==> src/rtl/adpll_pkg.sv <==
// adpll_pkg: shared FSM encoding and default parameters for the ADPLL blocks
package adpll_pkg;
    localparam int DEF_CW         = 7;
    localparam int DEF_MW         = 10;
    localparam int DEF_SETTLE_CYC = 4;
    localparam int DEF_TIMEOUT    = 255;
    typedef enum logic [2:0] {S_IDLE, S_SETTLE, S_WAIT, S_DONE, S_ERR} coarse_state_e;
endpackage

==> src/rtl/dco_wait_timer.sv <==
// dco_wait_timer: loadable down-counter shared by the settle and timeout waits
module dco_wait_timer #(
    parameter int TW = 8
) (
    input  logic          clk_i,
    input  logic          reset_i,
    input  logic          load_i,
    input  logic [TW-1:0] load_val_i,
    input  logic          en_i,
    output logic          expired_o
);
    logic [TW-1:0] cnt_q, cnt_d;
    always_comb cnt_d = load_i ? load_val_i : (en_i && cnt_q != '0) ? cnt_q - 1'b1 : cnt_q;
    always_ff @(posedge clk_i) begin
        if (reset_i) cnt_q <= '0;
        else         cnt_q <= cnt_d;
    end
    assign expired_o = cnt_q == '0;
endmodule

==> src/rtl/dco_coarse_ctrl.sv <==
// dco_coarse_ctrl: binary-search acquisition of the DCO coarse code against a target count
module dco_coarse_ctrl
    import adpll_pkg::*;
#(
    parameter int CW         = DEF_CW,
    parameter int MW         = DEF_MW,
    parameter int SETTLE_CYC = DEF_SETTLE_CYC,
    parameter int TIMEOUT    = DEF_TIMEOUT
) (
    input  logic          clk,
    input  logic          reset,
    input  logic          start,
    input  logic [MW-1:0] fcw,
    input  logic [MW-1:0] meas,
    input  logic          meas_valid,
    output logic          meas_start,
    output logic [CW-1:0] coarse,
    output logic          busy,
    output logic          lock,
    output logic          err
);
    localparam int TMAX = (TIMEOUT > SETTLE_CYC) ? TIMEOUT : SETTLE_CYC;
    localparam int TW   = $clog2(TMAX + 1);
    localparam int IW   = $clog2(CW);
    localparam logic [CW-1:0] MID    = {1'b1, {(CW-1){1'b0}}};
    localparam logic [TW-1:0] SET_LD = TW'(SETTLE_CYC - 1);
    localparam logic [TW-1:0] TO_LD  = TW'(TIMEOUT - 1);

    coarse_state_e state_q, state_d;
    logic [CW-1:0] coarse_q, coarse_d;
    logic [IW-1:0] idx_q, idx_d;
    logic          meas_start_q, meas_start_d;
    logic          tmr_load, tmr_exp;
    logic [TW-1:0] tmr_val;

    dco_wait_timer #(.TW(TW)) u_timer (
        .clk_i      (clk),
        .reset_i    (reset),
        .load_i     (tmr_load),
        .load_val_i (tmr_val),
        .en_i       (busy),
        .expired_o  (tmr_exp)
    );

    always_comb begin
        state_d      = state_q;
        coarse_d     = coarse_q;
        idx_d        = idx_q;
        meas_start_d = 1'b0;
        tmr_load     = 1'b0;
        tmr_val      = SET_LD;
        case (state_q)
            S_SETTLE: if (tmr_exp) begin
                state_d      = S_WAIT;
                meas_start_d = 1'b1;
                tmr_load     = 1'b1;
                tmr_val      = TO_LD;
            end
            // a measurement arriving on the timeout cycle still counts
            S_WAIT: if (meas_valid) begin
                if (meas > fcw) coarse_d[idx_q] = 1'b0;
                if (idx_q == '0) state_d = S_DONE;
                else begin
                    coarse_d[idx_q - 1'b1] = 1'b1;
                    idx_d    = idx_q - 1'b1;
                    state_d  = S_SETTLE;
                    tmr_load = 1'b1;
                end
            end else if (tmr_exp) state_d = S_ERR;
            default: if (start) begin
                state_d  = S_SETTLE;
                coarse_d = MID;
                idx_d    = IW'(CW - 1);
                tmr_load = 1'b1;
            end
        endcase
    end

    always_ff @(posedge clk) begin
        if (reset) begin
            state_q      <= S_IDLE;
            coarse_q     <= MID;
            idx_q        <= '0;
            meas_start_q <= 1'b0;
        end else begin
            state_q      <= state_d;
            coarse_q     <= coarse_d;
            idx_q        <= idx_d;
            meas_start_q <= meas_start_d;
        end
    end

    assign coarse     = coarse_q;
    assign meas_start = meas_start_q;
    assign busy       = state_q == S_SETTLE || state_q == S_WAIT;
    assign lock       = state_q == S_DONE;
    assign err        = state_q == S_ERR;
endmodule

==> config.mk <==
export PLATFORM = sky130hd
export DESIGN_NAME = dco_coarse_ctrl
export DESIGN_NICKNAME = d
export VERILOG_FILES = /design/src/rtl/adpll_pkg.sv /design/src/rtl/dco_wait_timer.sv /design/src/rtl/dco_coarse_ctrl.sv
export SDC_FILE = /design/constraint.sdc
export NUM_CORES = 1
export LEC_CHECK = 0
export CAP_MARGIN = 20
export CORE_MARGIN = 5
export CORE_UTILIZATION = 50
export DETAILED_ROUTE_END_ITERATION = 8
export GPL_TIMING_DRIVEN = 1
export PLACE_DENSITY = 0.82
export SYNTH_ARGS = -nofsm -noshare
export SYNTH_HDL_FRONTEND = slang
export SYNTH_SLANG_ARGS = --single-unit
==> constraint.sdc <==
create_clock -name clk -period 2.7 [get_ports clk]
set_clock_uncertainty 0.05 [all_clocks]
set_input_delay 0.54 -clock clk [delete_from_list [all_inputs] [get_ports clk]]
set_output_delay 0.54 -clock clk [all_outputs]
set_load 0.005 [all_outputs]
==> summary by stage <==
Clock tree
The clock tree from TritonCTS is built. The number of clock sinks is 22. The number of buffers inserted by hold repair at cts is 0. The clock latency on the worst-skew pair is 0.31 ns. The number of clock buffers added by TritonCTS is 3. In this run the number of H-tree levels came out at 1.

The maximum buffer depth of the clock tree is 2. The clock-pin slew of the registers on the worst-case setup and hold paths is 0.12 ns. The cell chosen for the clock root is sky130_fd_sc_hd__clkbuf_4. The number of buffers inserted to repair setup after CTS is 0. Post-CTS repair changed the size of 0 cells.

Final layout
Of the cells placed in the final design, the portion with a size suffix greater than 1 is 8.333%. The share of the core filled with cells in the final layout is 66.82%. The finished cells cover 0.002023 mm². The final layout contains 280 nets. Registers take 440.4 µm². The count of placed standard cells in the final layout, fillers left out is 284. The area occupied by multi-input gates is 0.001018 mm². The number of antenna diodes in the final layout is 0. The final-layout fill cell count is 278. Compared with the post-synthesis result, the final layout area differs by 28.54%.

Routing
The count of routing violations after the opening detailed-route iteration is 140. The average routed wire per standard cell is 13.49 µm. The final wirelength is 3831 µm. The post-detailed-route count of antenna-violating nets is 0.

For this run, the detailed router's first-pass iteration total came to 4. In the routed design, unresolved DRC markers number 0. The routed layout has 1644 vias. The detailed-route vias per instance is 5.789.

Synthesis
The share of synthesized area occupied by flip-flops and latches is 27.98%. The synthesized cell area is 0.001574 mm². In this run, synthesis inferred 0 flip-flops with an integrated enable. The number of nets in the synthesized netlist is 240. The share of flip-flops with an asynchronous set or reset is 0%. The synthesized area per cell is 7.792 µm². The synthesized netlist contains 48 unique library cells. Yosys printed 0 warnings. The synthesis-stage register bit count is 22.

Counting every instance in the synthesized netlist gives 202. The most used flip-flop cell after synthesis is sky130_fd_sc_hd__dfxtp_1.

Floorplanning
In this run the vertical extent of the chip is 66.11 µm. The number of cell rows is 20. The floorplan core area is 0.003028 mm². Once the floorplan was initialized, standard cells occupied 51.98% of the core. The die extent in x is 66.11 µm. The top-level port count is 35. The die covers 0.004370 mm².

GRT
The number of antenna violations at the first check in global routing came to 0. The remaining global-route overflow is 0. The total global routing track utilization is 18.48%. Entering global routing, the biggest net connects 13 pins. The number of global-route vias before repair is 1473. The first global-routing pass estimated 6444 µm of wire.

Power and ir drop
The analysis attributes to cell leakage a power of 0.8011 nW. The overall power is 1.583 mW. Power spread over the standard cell area amounts to 782.4 mW/mm². The maximum resistive drop on vdd is 0.0004595 V.

STA
Across all setup checks in the final design, the least slack found is 0.1220 ns. The worst hold slack is 0.4294 ns. The final total negative setup slack is 0 ns. The count of final hold-check violations is 0.

The worst path uses 95.48% of the clock period. The worst path needs 2.578 ns of the cycle, external delays included. The number of pins with negative max-slew slack in the final report was 0. The worst max-slew margin expressed relative to the limit is 52.45%. At the pin with the least slew margin, the transition time is 0.7068 ns.

Setup violations remaining at the end of the flow were counted as 0. Setup repair after global routing left no endpoint under its margin. Based on the critical path, the design can be clocked at up to 387.9 MHz.

Run status
The run finished with clean final reports.

Min path
The cell count of the worst hold path is 2. The class of the most critical hold timing path is flip-flop to flip-flop.

Placement
Summing all placed instances gives a cell area of 0.002001 mm². The global placer's final weighted congestion is 0.9061. The worst setup slack before clock tree synthesis is -0.1948 ns. After detailed placement, the design holds a cell count of 281. Detailed placement finished with a half-perimeter wire length of 2972 µm. In this run the tool buffered the top-level ports with 34 buffer cells.

Worst setup path
The worst register-to-register path has a depth of 4. The critical path is of the flip-flop to output port type. The required time at the endpoint of the critical path is 2.11 ns.

The largest fanout on the critical path is 9. At the worst endpoint, the arrival time is 1.99 ns. The worst setup path is launched from a flip-flop. STA classifies the critical path endpoint as an output port.

Flow run
Max-cap violations in this run came to 0.
sequential cells by signal, summed over array words and instances (netlist names):
signal / cells
idx_q: 3
meas_start: 1
coarse: 7
state_q: 3
u_timer.cnt_q: 8
routing by layer:
metal  up-vias  routed length (µm)  track usage, %
met5         -                   0               0
met4         0                  49           6.599
met3         6                 246           3.231
met2        72                1787           29.74
met1       743                1747           24.56
li1        823                   -               -
cell usage after synthesis, types with 2 or more instances:
library cell	number	area (µm²)
sky130_fd_sc_hd__dfxtp_1	22	440.4
sky130_fd_sc_hd__inv_1	21	78.83
sky130_fd_sc_hd__nand2_1	20	75.07
sky130_fd_sc_hd__a21oi_1	18	90.09
sky130_fd_sc_hd__nor2_1	16	60.06
sky130_fd_sc_hd__ha_1	14	175.2
sky130_fd_sc_hd__o21ai_0	9	45.04
sky130_fd_sc_hd__o22ai_1	5	31.28
sky130_fd_sc_hd__a21o_1	4	30.03
sky130_fd_sc_hd__clkbuf_1	4	15.01
sky130_fd_sc_hd__nor3_1	4	20.02
sky130_fd_sc_hd__nor3b_1	4	30.03
sky130_fd_sc_hd__nor4_1	4	25.02
sky130_fd_sc_hd__o32ai_1	4	35.03
sky130_fd_sc_hd__a22oi_1	3	22.52
sky130_fd_sc_hd__a32oi_1	3	26.28
sky130_fd_sc_hd__and2_1	3	18.77
sky130_fd_sc_hd__nand2b_1	3	18.77
sky130_fd_sc_hd__nand3_1	3	15.01
sky130_fd_sc_hd__o311ai_0	3	26.28
sky130_fd_sc_hd__or3_1	3	18.77
sky130_fd_sc_hd__buf_2	2	10.01
sky130_fd_sc_hd__nand4_1	2	12.51
sky130_fd_sc_hd__o221a_2	2	22.52
sky130_fd_sc_hd__o31ai_1	2	15.01
sky130_fd_sc_hd__or3b_1	2	17.52
layout make-up:
cell class	instances	area share (%)
inverter	21	3.896
multi-input combinational	151	50.34
timing repair buffer	43	20.16
clock buffer	3	1.113
sequential	22	21.77
tap	44	2.721
power breakdown:
group / internal (mW) / total [mW] / switching, mW / leakage (nW)
combinational: 0.387 / 0.923 / 0.535 / 0.608
clock: 0.0523 / 0.156 / 0.103 / 0.0138
sequential: 0.401 / 0.505 / 0.104 / 0.180
total: 0.841 / 1.58 / 0.742 / 0.801
critical path, stage by stage, from the launching register on:
cell	delay (ns)
sky130_fd_sc_hd__dfxtp_1	0.52
sky130_fd_sc_hd__or3b_1	0.51
sky130_fd_sc_hd__nand2_1	0.13
sky130_fd_sc_hd__clkdlybuf4s50_1	0.50
cells by family after synthesis:
group	share of synthesized area (%)
simple gates	24.09
compound gates	28.38
buf+inv	7.313
flops	27.98
fa+ha+maj	11.13
xor+xnor	1.113
path summary, 6_finish.rpt:
kind                           startpoint                      to  slack [ns]
hold reg to reg    coarse[3]$_SDFFE_PP0P_  coarse[3]$_SDFFE_PP0P_        0.43
setup reg to reg  state_q[1]$_SDFFE_PP0P_  coarse[6]$_SDFFE_PP1P_        0.61
setup / recovery  state_q[0]$_SDFFE_PP0P_                    busy        0.12
hold / removal     coarse[3]$_SDFFE_PP0P_  coarse[3]$_SDFFE_PP0P_        0.43
cell usage in the layout, fill, tap and decap left out, drive strengths merged, types with 3 or more instances in the layout:
master         Yosys  layout
inv               21      21
a22oi              3       3
nor3b              5       5
nand3              3       3
dfxtp             22      22
clkdlybuf4s50      0      34
nand2             21      21
o311ai             3       3
nor3               5       5
nand2b             3       3
clkbuf             4       3
a32oi              3       3
buf                4       9
a21oi             18      18
o22ai              5       5
a21o               4       4
nor2              16      16
or3                3       3
ha                14      14
nor4               4       4
o32ai              4       4
o21ai             10      10
and2               3       3
Power figures use the tool's default switching activity.
